==> src/rtl/alu_ctrl_decoder_pkg.sv <==
// alu_ctrl_pkg: shared ALU-control encodings and the decoded-control record
package alu_ctrl_pkg;

    // ALU operation select driven to the ALU
    localparam logic [2:0] OP_ADD   = 3'b000;
    localparam logic [2:0] OP_SUB   = 3'b001;
    localparam logic [2:0] OP_AND   = 3'b010;
    localparam logic [2:0] OP_OR    = 3'b011;
    localparam logic [2:0] OP_NOTA  = 3'b100;
    localparam logic [2:0] OP_PASSA = 3'b101;
    localparam logic [2:0] OP_PASSB = 3'b110;

    // Operation classes issued by the main FSM
    localparam logic [2:0] ALUOP_ADD  = 3'b000;
    localparam logic [2:0] ALUOP_SUB  = 3'b001;
    localparam logic [2:0] ALUOP_FUNC = 3'b010;
    localparam logic [2:0] ALUOP_AND  = 3'b011;
    localparam logic [2:0] ALUOP_OR   = 3'b100;

    // Bit positions inside the one-hot C-type function field
    localparam int F_MOVETO   = 0;
    localparam int F_MOVEFROM = 1;
    localparam int F_ADD      = 2;
    localparam int F_SUB      = 3;
    localparam int F_AND      = 4;
    localparam int F_OR       = 5;
    localparam int F_NOT      = 6;
    localparam int F_NOP      = 7;
    localparam int F_RSVD     = 8;

    // Decoded control bundle: ALU select plus the two write qualifiers
    typedef struct packed {
        logic [2:0] op;
        logic       notnoop;
        logic       alucowr;
    } ctrl_t;

endpackage

==> src/rtl/alu_ctrl_decoder_if.sv <==
// alu_ctrl_decoder_if: control-class/function inputs and decoded ALU controls
interface alu_ctrl_decoder_if;
    import alu_ctrl_pkg::*;

    logic [2:0] ALUop;
    logic [8:0] func;
    logic [2:0] op;
    logic       notnoop;
    logic       ALUCoWr;
    logic       illegal_func;

    // master: the main controller issuing the class and function field
    modport master (output ALUop, func, input op, notnoop, ALUCoWr, illegal_func);
    // slave: the decoder itself
    modport slave (input ALUop, func, output op, notnoop, ALUCoWr, illegal_func);

endinterface

==> src/rtl/alu_ctrl_decoder_func_decode.sv <==
// func_decode: priority decode of the C-type function field, lowest set bit wins
module func_decode
    import alu_ctrl_pkg::*;
(
    input  logic [8:0] func_i,
    output ctrl_t      res_o,
    output logic       onehot_ok_o
);

    logic [7:0] f;

    assign f = func_i[7:0];
    // Legal only when exactly one of the defined bits is set and the reserved bit is clear
    assign onehot_ok_o = (f != 8'd0) && ((f & (f - 8'd1)) == 8'd0) && !func_i[F_RSVD];

    // Lowest set bit picks the operation; Nop or an empty field suppresses the write
    always_comb begin
        res_o = '{op: OP_ADD, notnoop: 1'b1, alucowr: 1'b0};
        if (f[F_MOVETO])        res_o = '{op: OP_PASSA, notnoop: 1'b1, alucowr: 1'b1};
        else if (f[F_MOVEFROM]) res_o.op = OP_PASSB;
        else if (f[F_ADD])      res_o.op = OP_ADD;
        else if (f[F_SUB])      res_o.op = OP_SUB;
        else if (f[F_AND])      res_o.op = OP_AND;
        else if (f[F_OR])       res_o.op = OP_OR;
        else if (f[F_NOT])      res_o.op = OP_NOTA;
        else                    res_o.notnoop = 1'b0;
    end

endmodule

==> src/rtl/alu_ctrl_decoder.sv <==
// alu_ctrl_decoder: ALU-control decode for the accumulator datapath with an illegal-function status flag
module alu_ctrl_decoder
    import alu_ctrl_pkg::*;
#(
    parameter bit STICKY_ERR = 1'b1
) (
    input  logic                clk,
    input  logic                rst,
    alu_ctrl_decoder_if.slave   bus
);

    ctrl_t fres;
    logic  onehot_ok;
    logic  is_func;
    logic  bad;
    logic  illegal_q;
    logic  illegal_d;

    func_decode u_func_decode (
        .func_i      (bus.func),
        .res_o       (fres),
        .onehot_ok_o (onehot_ok)
    );

    assign is_func = (bus.ALUop == ALUOP_FUNC);
    assign bad     = is_func && !onehot_ok;

    // Class decode; unused classes fall back to ADD so every input yields a defined output
    always_comb begin
        bus.op      = is_func                  ? fres.op :
                      bus.ALUop == ALUOP_SUB   ? OP_SUB  :
                      bus.ALUop == ALUOP_AND   ? OP_AND  :
                      bus.ALUop == ALUOP_OR    ? OP_OR   : OP_ADD;
        bus.notnoop = is_func ? fres.notnoop : 1'b1;
        bus.ALUCoWr = is_func && fres.alucowr;
        illegal_d   = STICKY_ERR ? (illegal_q | bad) : bad;
    end

    // Error flag: either accumulates until reset or mirrors the last cycle's check
    always_ff @(posedge clk or posedge rst) begin
        if (rst) illegal_q <= 1'b0;
        else     illegal_q <= illegal_d;
    end

    assign bus.illegal_func = illegal_q;

endmodule

==> src/flat_wrapper.sv <==
// flat-port wrapper written by rule: the top's interface ports become plain ports
module alu_ctrl_decoder_flat import alu_ctrl_pkg::*;
#(
    parameter bit STICKY_ERR = 1'b1
)
  (clk, rst, bus_ALUop, bus_func, bus_op, bus_notnoop, bus_ALUCoWr, bus_illegal_func);
  alu_ctrl_decoder_if bus_i ();
  input  logic clk;
  input  logic rst;
  input wire logic [$bits(bus_i.ALUop)-1:0] bus_ALUop;
  input wire logic [$bits(bus_i.func)-1:0] bus_func;
  output wire logic [$bits(bus_i.op)-1:0] bus_op;
  output wire logic [$bits(bus_i.notnoop)-1:0] bus_notnoop;
  output wire logic [$bits(bus_i.ALUCoWr)-1:0] bus_ALUCoWr;
  output wire logic [$bits(bus_i.illegal_func)-1:0] bus_illegal_func;
  assign bus_i.ALUop = bus_ALUop;
  assign bus_i.func = bus_func;
  assign bus_op = bus_i.op;
  assign bus_notnoop = bus_i.notnoop;
  assign bus_ALUCoWr = bus_i.ALUCoWr;
  assign bus_illegal_func = bus_i.illegal_func;
  alu_ctrl_decoder #(.STICKY_ERR(STICKY_ERR)) u_core (.clk(clk), .rst(rst), .bus(bus_i));
endmodule
==> config.mk <==
export PLATFORM = sky130hd
export DESIGN_NAME = alu_ctrl_decoder_flat
export DESIGN_NICKNAME = d
export VERILOG_FILES = /design/src/rtl/alu_ctrl_decoder_pkg.sv /design/src/rtl/alu_ctrl_decoder_if.sv /design/src/rtl/alu_ctrl_decoder_func_decode.sv /design/src/rtl/alu_ctrl_decoder.sv /design/src/flat_wrapper.sv
export SDC_FILE = /design/constraint.sdc
export NUM_CORES = 1
export LEC_CHECK = 0
export ABC_AREA = 0
export CAP_MARGIN = 20
export CORE_AREA = 3 3 40 42
export CTS_CLUSTER_SIZE = 14
export DETAILED_ROUTE_END_ITERATION = 6
export DIE_AREA = 0 0 43 45
export SLEW_MARGIN = 20
export SYNTH_ARGS = -nofsm -noshare
export SYNTH_HDL_FRONTEND = slang
export SYNTH_SLANG_ARGS = --single-unit
==> constraint.sdc <==
create_clock -name clk -period 3.6 [get_ports clk]
set_clock_uncertainty 0.05 [all_clocks]
set_input_delay 0.9 -clock clk [delete_from_list [all_inputs] [get_ports clk]]
set_output_delay 0.9 -clock clk [all_outputs]
set_load 0.02 [all_outputs]
* Yosys cells after proc, flatten, opt, wreduce, memory -nomap -nowiden *
Cells that the tools add are included.

storage, ports and cells
  output and inout port bits = 6
  input bits = 14
  bits in registers = 1

operators by class
  multiplexer cells = 19
  reduce and logical (&&, ||, !) cells = 8
  $add $sub $neg = 1
  bitwise gates (word level) = 2
  eq/ne operators = 4

operators with widths
  operator             count
  $mux 3               9
  $and 8x8->8          1
  $logic_not 8->1      1
  $mux 1               8
  $reduce_bool 8->1    1
  $sub 8x1->8 const B  1
  $eq 3x2->1 const B   2
  $logic_and 1x1->1    4
  $mux 4               1
  $eq 3x1->1 const B   1
  $eq 3x3->1 const B   1
  $logic_not 1->1      2
  $mux 2               1
  $or 1x1->1           1

* Logic depth before layout (Yosys ltp) *
Gate-level depths: netlist of the first run.

  word-level depth = 8
  gate-level depth with buffers = 5

* Hierarchy *
Synthesis of the first run repeated with hierarchy kept, for this count alone.

second synthesis, totals
  cells, all modules = 40
  area total of the unflattened synthesis = 287.8 µm²

by module, submodules not included
  module            instances  area each (µm²)  seq. area each (µm²)  cells an instance
  func_decode       1          172.7            0.0                   25
  alu_ctrl_decoder  1          115.1            25.0                  15

* Least setup slack after synthesis of the first run *
OpenSTA, ideal clock, no wires.

  path type = input to output
  start point = in bus_func[5]
  end point = out bus_op[0]
  stages = 5
  data arrival time = 1,893 ps
  setup slack = 757 ps
  cell sequence = nor2b_1 o21a_1 o21ai_0 mux2_2 o21ai_0

on the way
  word-level cells in the longest chain between the ends = 7

RTL lines
  what             RTL line                            RTL
  start, declared  flat_wrapper.sv:11                  input wire logic [$bits(bus_i.func)-1:0] bus_func;
  $mux 3           alu_ctrl_decoder_func_decode.sv:24  else if (f[F_OR]) res_o.op = OP_OR;
  $mux 3           alu_ctrl_decoder_func_decode.sv:23  else if (f[F_AND]) res_o.op = OP_AND;
  $mux 3           alu_ctrl_decoder_func_decode.sv:22  else if (f[F_SUB]) res_o.op = OP_SUB;
  $mux 3           alu_ctrl_decoder_func_decode.sv:21  else if (f[F_ADD]) res_o.op = OP_ADD;
  $mux 3           alu_ctrl_decoder_func_decode.sv:20  else if (f[F_MOVEFROM]) res_o.op = OP_PASSB;
  $mux 4           alu_ctrl_decoder_func_decode.sv:19  if (f[F_MOVETO]) res_o = '{op: OP_PASSA, notnoop: 1'b1, alucowr: 1'b1};
  $mux 3           alu_ctrl_decoder.sv:30              bus.op = is_func ? fres.op :
  end, declared    flat_wrapper.sv:12                  output wire logic [$bits(bus_i.op)-1:0] bus_op;

No other way between the ends.

* Worst setup path after layout of the first run *
  start point = in bus_ALUop[1]
  end point = out bus_ALUCoWr

on the way
  word-level cells in the longest chain between the ends = 2

RTL lines
  what               RTL line                RTL
  start, declared    flat_wrapper.sv:10      input wire logic [$bits(bus_i.ALUop)-1:0] bus_ALUop;
  $eq 3x2->1         alu_ctrl_decoder.sv:25  assign is_func = (bus.ALUop == ALUOP_FUNC);
  $logic_and 1x1->1  alu_ctrl_decoder.sv:35  bus.ALUCoWr = is_func && fres.alucowr;
  end, declared      flat_wrapper.sv:14      output wire logic [$bits(bus_i.ALUCoWr)-1:0] bus_ALUCoWr;

No other way between the ends.

==> results of run 1 <==
==> power by group through the flow <==
stage               clock (µW)  combinational, µW  sequential (µW)
floorplan                    0               15.1             11.7
global placement             0               48.0             11.6
detailed placement           0               48.2             11.6
CTS                          0               47.9             11.6
global route                 0               51.3             11.6
finish                       0               47.4             11.6
==> logic make-up (layout without fill, tap and decap cells) <==
group	after synthesis	in the layout	synth area share [%]
compound gates	11	11	31.2
fa+ha+maj	1	1	3.96
buf+inv	2	29	2.97
flops	1	1	9.90
mux	1	1	4.46
simple gates	23	23	47.5
==> cell usage after synthesis, drive strengths merged <==
| cell | n | area [µm²] |
|---|---|---|
| nand3 | 2 | 10.0 |
| o21ai | 6 | 33.8 |
| mux2 | 1 | 11.3 |
| nor3b | 2 | 15.0 |
| dfrtp | 1 | 25.0 |
| nor3 | 1 | 5.00 |
| nand2 | 2 | 7.51 |
| or4 | 1 | 11.3 |
| nor2 | 9 | 33.8 |
| o21a | 1 | 7.51 |
| maj3 | 1 | 10.0 |
| a21oi | 1 | 5.00 |
| a2111oi | 2 | 23.8 |
| and2 | 1 | 6.26 |
| inv | 2 | 7.51 |
| a311oi | 1 | 8.76 |
| nor2b | 4 | 25.0 |
| or3 | 1 | 6.26 |
==> worst max path at each step <==
stage,depth (start not counted),start,slack (ns),end
after detailed placement,7,bus_func[5],-0.08,bus_op[0]
after floorplan,5,bus_func[5],0.76,bus_op[0]
after CTS,8,bus_func[3],0.04,bus_op[1]
after global placement,7,bus_func[5],-0.08,bus_op[0]
after global routing,5,bus_ALUop[1],-0.01,bus_ALUCoWr
final,5,bus_ALUop[1],0.11,bus_ALUCoWr
==> per-layer routing <==
layer	wire length, µm	vias to the layer above
met5	0	-
met4	0	0
met3	71	0
met2	317	16
met1	404	145
li1	-	201
==> critical path, stage by stage <==
cell	delay, ns
clkdlybuf4s50_1	0.50
nor2b_1	0.16
nor2b_2	0.22
and2_1	0.15
clkdlybuf4s50_1	0.61
==> per-stage QoR <==
| stage | std cells | power (µW) |
|---|---|---|
| floorplan | 39 | 26.8 |
| global placement | 81 | 59.6 |
| detailed placement | 81 | 59.7 |
| CTS | 81 | 59.5 |
| global route | 81 | 62.9 |
| finish | 81 | 59.0 |
==> timing repair <==
item / in CTS / in global routing
resized for setup: 2 / 3
setup endpoints to repair: 2 / 3
pin swaps: 0 / 0
buffers inserted: 0 / 0
==> final cells by class <==
| cell class | instances | area share (%) |
|---|---|---|
| timing repair buffer | 27 | 48.0 |
| multi-input combinational | 36 | 42.3 |
| sequential | 1 | 4.75 |
| tap | 15 | 3.56 |
| inverter | 2 | 1.43 |
==> impl_metrics.tcl, run 1 <==
set metrics [dict create \
    pwr-share-seq_pct 19.7 \
    p_comb_share_pct 80.3 \
    fp.coreArea_um2 1280 \
    reg2reg_slack_ns 2.67 \
    nFillCells 142 \
    via_count 362 \
    fin_ws_ns 0.111 \
    peakVddDrop_mv 0.0673 \
    layout_commonest_cell "clkdlybuf4s50_1" \
    dp_hpwl_um 648 \
    setup_viol 0 \
    register_area_um2 25.0 \
    r2r_end "u_core.bus.illegal_func$_DFF_PP0_" \
    grt_use_met3_pct 0 \
    antenna_found_initial 0 \
    clkPwrFrac_pct 0 \
    timing.final.crit_share_pct 96.9 \
    drc 0 \
    reg2regPathDepth 2 \
    syn_area_per_cell_um2 6.48 \
    synthDistinctLibCells 20 \
    power.leakage_uw 0.000224 \
    grt_usage_pct 7.40 \
    die_x_um 43 \
    drt_iter0_drc 5 \
    finalCriticalPeriod_ns 3.49 \
    num_rows 13 \
    min_delay_path_depth 2 \
    grt_start_max_net_pins 8 \
    synth.net_count 53 \
    utilization_pct 41.0 \
    ys_ff_latch 1 \
    use_met2_pct 11.1 \
    hold_viol 0 \
    fmax_mhz 287 \
    synth_sequential_area_ratio_pct 9.90 \
    largest_reg_flops 1 \
    worst_slew_pin_slew_ns 0.334 \
    grt_pass1_vias 292 \
    fin_area_um2 527 \
    worstSetupStartpointType "primary input" \
    io_pins 20 \
    setup_tns_ns 0 \
    clkTransAtPathRegs_ns 0 \
    grt.busiest_layer "met1" \
    outcome "completed" \
    die_h_um 45 \
    p_sw_share_pct 33.1 \
    gp_congestion 0.637 \
    place_area_um2 522 \
    layout-drive-gt1-share_pct 19.7 \
    nets 82 \
    drv_cap 0 \
    crit_type "in2out" \
    ant_nets 0 \
    hold_path_end "u_core.bus.illegal_func$_DFF_PP0_" \
    cp_max_fo 4 \
    io_buffers 19 \
    max_slew_margin_pct 77.1 \
    routedWlPerCell_um 9.79 \
    cts_hold_buf 0 \
    reg2reg_from "u_core.bus.illegal_func$_DFF_PP0_" \
    layout_common_cells "15 x clkdlybuf4s50_1, 9 x nor2_1, 8 x buf_4" \
    syn_area_um2 253 \
    diodes 0 \
    syn_inst 39 \
    endpoint_kind "output pin" \
    hold-worst-slack_ns 0.509 \
    firstDrtPassIters 5 \
    p_int_uw 39.5 \
    drt-vias-per-instance 4.47 \
    hp-class "reg2reg" \
    cp.arrival_ns 2.54 \
    powerDensity_nw_per_um2 112 \
    multi_input_area_um2 223 \
    syn2layout_area_growth_pct 108 \
    pre_cts_ws_ns -0.0782 \
    maxSlewViolCount 0 \
    routed_wl_um 793 \
    start_util_pct 19.7 \
    grt_overflow 0 \
    clock_latency_ns 0 \
    yosysWarnings 0 \
    switching_power_uw 19.5 \
    gr-usage-met1_pct 12.5 \
    cp.required_ns 2.65 \
    grt_pass1_wl_um 1180 \
    hp-start "u_core.bus.illegal_func$_DFF_PP0_" \
    die_area_um2 1940 \
]
(Power assumes the default switching activity.)
==> run 2: changes to the inputs <==
Settings changed: ABC_AREA 0 to 1, SLEW_MARGIN 20 to unset.
==> impl_metrics.tcl, run 2 <==
set metrics [dict create \
    p_int_uw 35.4 \
    layout_commonest_cell "nand2_1" \
    postCtsSetupRepairBufs 0 \
    crit_slowest_cell "clkdlybuf4s50_1" \
    rsz0062_at_grt "no" \
    io_buffers 19 \
    nFillCells 153 \
    clkTransAtPathRegs_ns 0 \
    die_x_um 43 \
    io_pins 20 \
    dp_hpwl_um 660 \
    synth_async_sr_flop_share_pct 100 \
    ys_ff_latch 1 \
    grt_usage_pct 7.30 \
    setup_tns_ns 0 \
    drt-vias-per-instance 4.00 \
    setup_viol 0 \
    start_util_pct 23.5 \
    endpoint_kind "output pin" \
    cp.arrival_ns 2.48 \
    synth_top_area_cell "nand2_1" \
    clkPwrFrac_pct 0 \
    finalPower_uw 57.9 \
    hp-start "u_core.bus.illegal_func$_DFF_PP0_" \
    synth_ff_type "dfrtp_1" \
    drv_cap 0 \
    gp_congestion 0.755 \
    synthTopCellsByArea "nand2_1 24%, nor2_1 11%, nor2_4 11%, inv_1 10%, dfrtp_1 8.3%" \
    layout_common_cells "19 x nand2_1, 17 x clkdlybuf4s50_1, 9 x nor2_1" \
    grt_overflow 0 \
    die_h_um 45 \
    layout-drive-gt1-share_pct 11.8 \
    drc 0 \
    synth_top_family_by_area "simple AND/OR/NAND/NOR gates" \
    synth_edf_count 0 \
    synth_sequential_area_ratio_pct 8.30 \
    hold_viol 0 \
    syn_area_um2 302 \
    synthDistinctLibCells 16 \
    reg2regPathDepth 2 \
    synth_xor_area_share_pct 0 \
    grt_pass1_wl_um 1190 \
    synth.net_count 71 \
    powerDensity_nw_per_um2 112 \
    worst_slew_pin_slew_ns 0.225 \
    hp-class "reg2reg" \
    synth_compound_area_share_pct 9.13 \
    outcome "completed" \
    antenna_found_initial 0 \
    synthAdderAreaFrac_pct 0 \
    dp_cells 91 \
    reg2reg_slack_ns 2.98 \
    pwr-share-seq_pct 19.8 \
    peakVddDrop_mv 0.0426 \
    fmax_mhz 292 \
    power.leakage_uw 0.000244 \
    synthMuxAreaShare_pct 0 \
    drt_iter0_drc 5 \
    hold_path_end "u_core.bus.illegal_func$_DFF_PP0_" \
    cts_hold_buf 0 \
    cp.required_ns 2.65 \
    max_slew_margin_pct 85.0 \
    num_rows 13 \
    synth_top_area_share_pct 23.7 \
    stdcell_count 91 \
    syn2layout_area_growth_pct 71.0 \
    pre_cts_ws_ns 0.0877 \
    synthTopCellsByCount "19 x nand2_1, 9 x nor2_1, 8 x inv_1, 4 x nand3_1, 3 x nor2_4" \
    p_sw_share_pct 38.9 \
    min_delay_path_depth 2 \
    yosysMostFrequentCell "nand2_1" \
    syn_area_per_cell_um2 5.29 \
    crit_start "bus_ALUop[0]" \
    cp_max_fo 4 \
    cp_num_buf_inv 3 \
    via_count 364 \
    grt_pass1_vias 291 \
    finalCriticalPeriod_ns 3.43 \
    fin_ws_ns 0.174 \
    path_cells "clkdlybuf4s50_1, nor3_4, inv_2, a21oi_1, clkdlybuf4s50_1" \
    grt_start_max_net_pins 7 \
    worstSetupStartpointType "primary input" \
    ant_nets 0 \
    switching_power_uw 22.5 \
    nets 92 \
    firstDrtPassIters 3 \
    yosysWarnings 0 \
    reg2reg_from "u_core.bus.illegal_func$_DFF_PP0_" \
    yosys.area_share.simple_pct 70.1 \
    largest_reg_flops 1 \
    syn_inst 57 \
    routed_wl_um 724 \
    cp_top_family "buffers and inverters" \
    timing.final.crit_share_pct 95.2 \
    diodes 0 \
    maxSlewViolCount 0 \
    crit_top_cell "clkdlybuf4s50_1" \
    clock_latency_ns 0 \
    p_comb_share_pct 80.2 \
    die_area_um2 1940 \
    fp.coreArea_um2 1280 \
    routedWlPerCell_um 7.96 \
    r2r_end "u_core.bus.illegal_func$_DFF_PP0_" \
    crit_type "in2out" \
    worst_path_largest_cell_delay_ns 0.62 \
]
==> run 2: cell types whose count changed after synthesis, moves of 3 or more <==
cell	change
nor2_4	+3
nand2_1	+17
o21ai_0	-4
nor2b_1	-4
inv_1	+6
==> run 2: metrics by stage <==
stage	hold slack [ns]	instance area [µm²]	util [%]
after global placement	0.400	510	39.7
after detailed placement	0.410	510	39.7
after floorplan	0.524	302	-
final	0.405	515	40.1
after CTS	0.412	510	39.7
after global routing	0.434	515	40.1
==> run 2: power by group through the flow <==
stage | clock network, µW | registers (µW) | logic (µW)
2_1_floorplan | 0 | 11.4 | 20.4
3_3_place_gp | 0 | 11.4 | 47.3
3_5_place_dp | 0 | 11.4 | 47.3
4_1_cts | 0 | 11.4 | 47.4
5_1_grt | 0 | 11.4 | 51.3
6_report | 0 | 11.4 | 46.5
==> run 2: what timing repair did <==
action / in CTS / in global routing
endpoints found under the setup margin: 0 / 2
hold endpoints to repair: 0 / 0
resized for setup: 0 / 2
==> run 2: kinds of logic after synthesis <==
kind of cell,count (synthesis)
compound gates,5
buf+inv,10
flops,1
simple gates,41
==> run 2: area by class of cell <==
cell class	count	area [µm²]	share of cell area [%]
multi-input cells	46	239	46.4
repair buffers	19	195	37.9
inverters	10	37.5	7.28
flip-flops and latches	1	25.0	4.85
well taps	15	18.8	3.64
==> run 2: how the worst max path moves through the flow <==
stage / endpoint / slack [ns] / cells after the start
after detailed placement: bus_op[0] / 0.09 / 8
after floorplan: bus_op[0] / 0.97 / 5
after global placement: bus_op[1] / 0.10 / 5
after global routing: bus_op[2] / 0.03 / 5
final: bus_op[2] / 0.17 / 5
after CTS: bus_op[0] / 0.08 / 7
==> run 2: tightest hold or removal path: stages, from the launching register on <==
cell and delay, ns:
dfrtp_1 0.32, inv_1 0.04, nand2_1 0.05
==> run 2: per-layer routing <==
layer	GRT usage [%]	up-vias	wire length (µm)
met3	0.398	0	63
li1	-	214	-
met4	0	0	0
met2	12.3	12	305
met1	11.0	138	355
met5	0	-	0
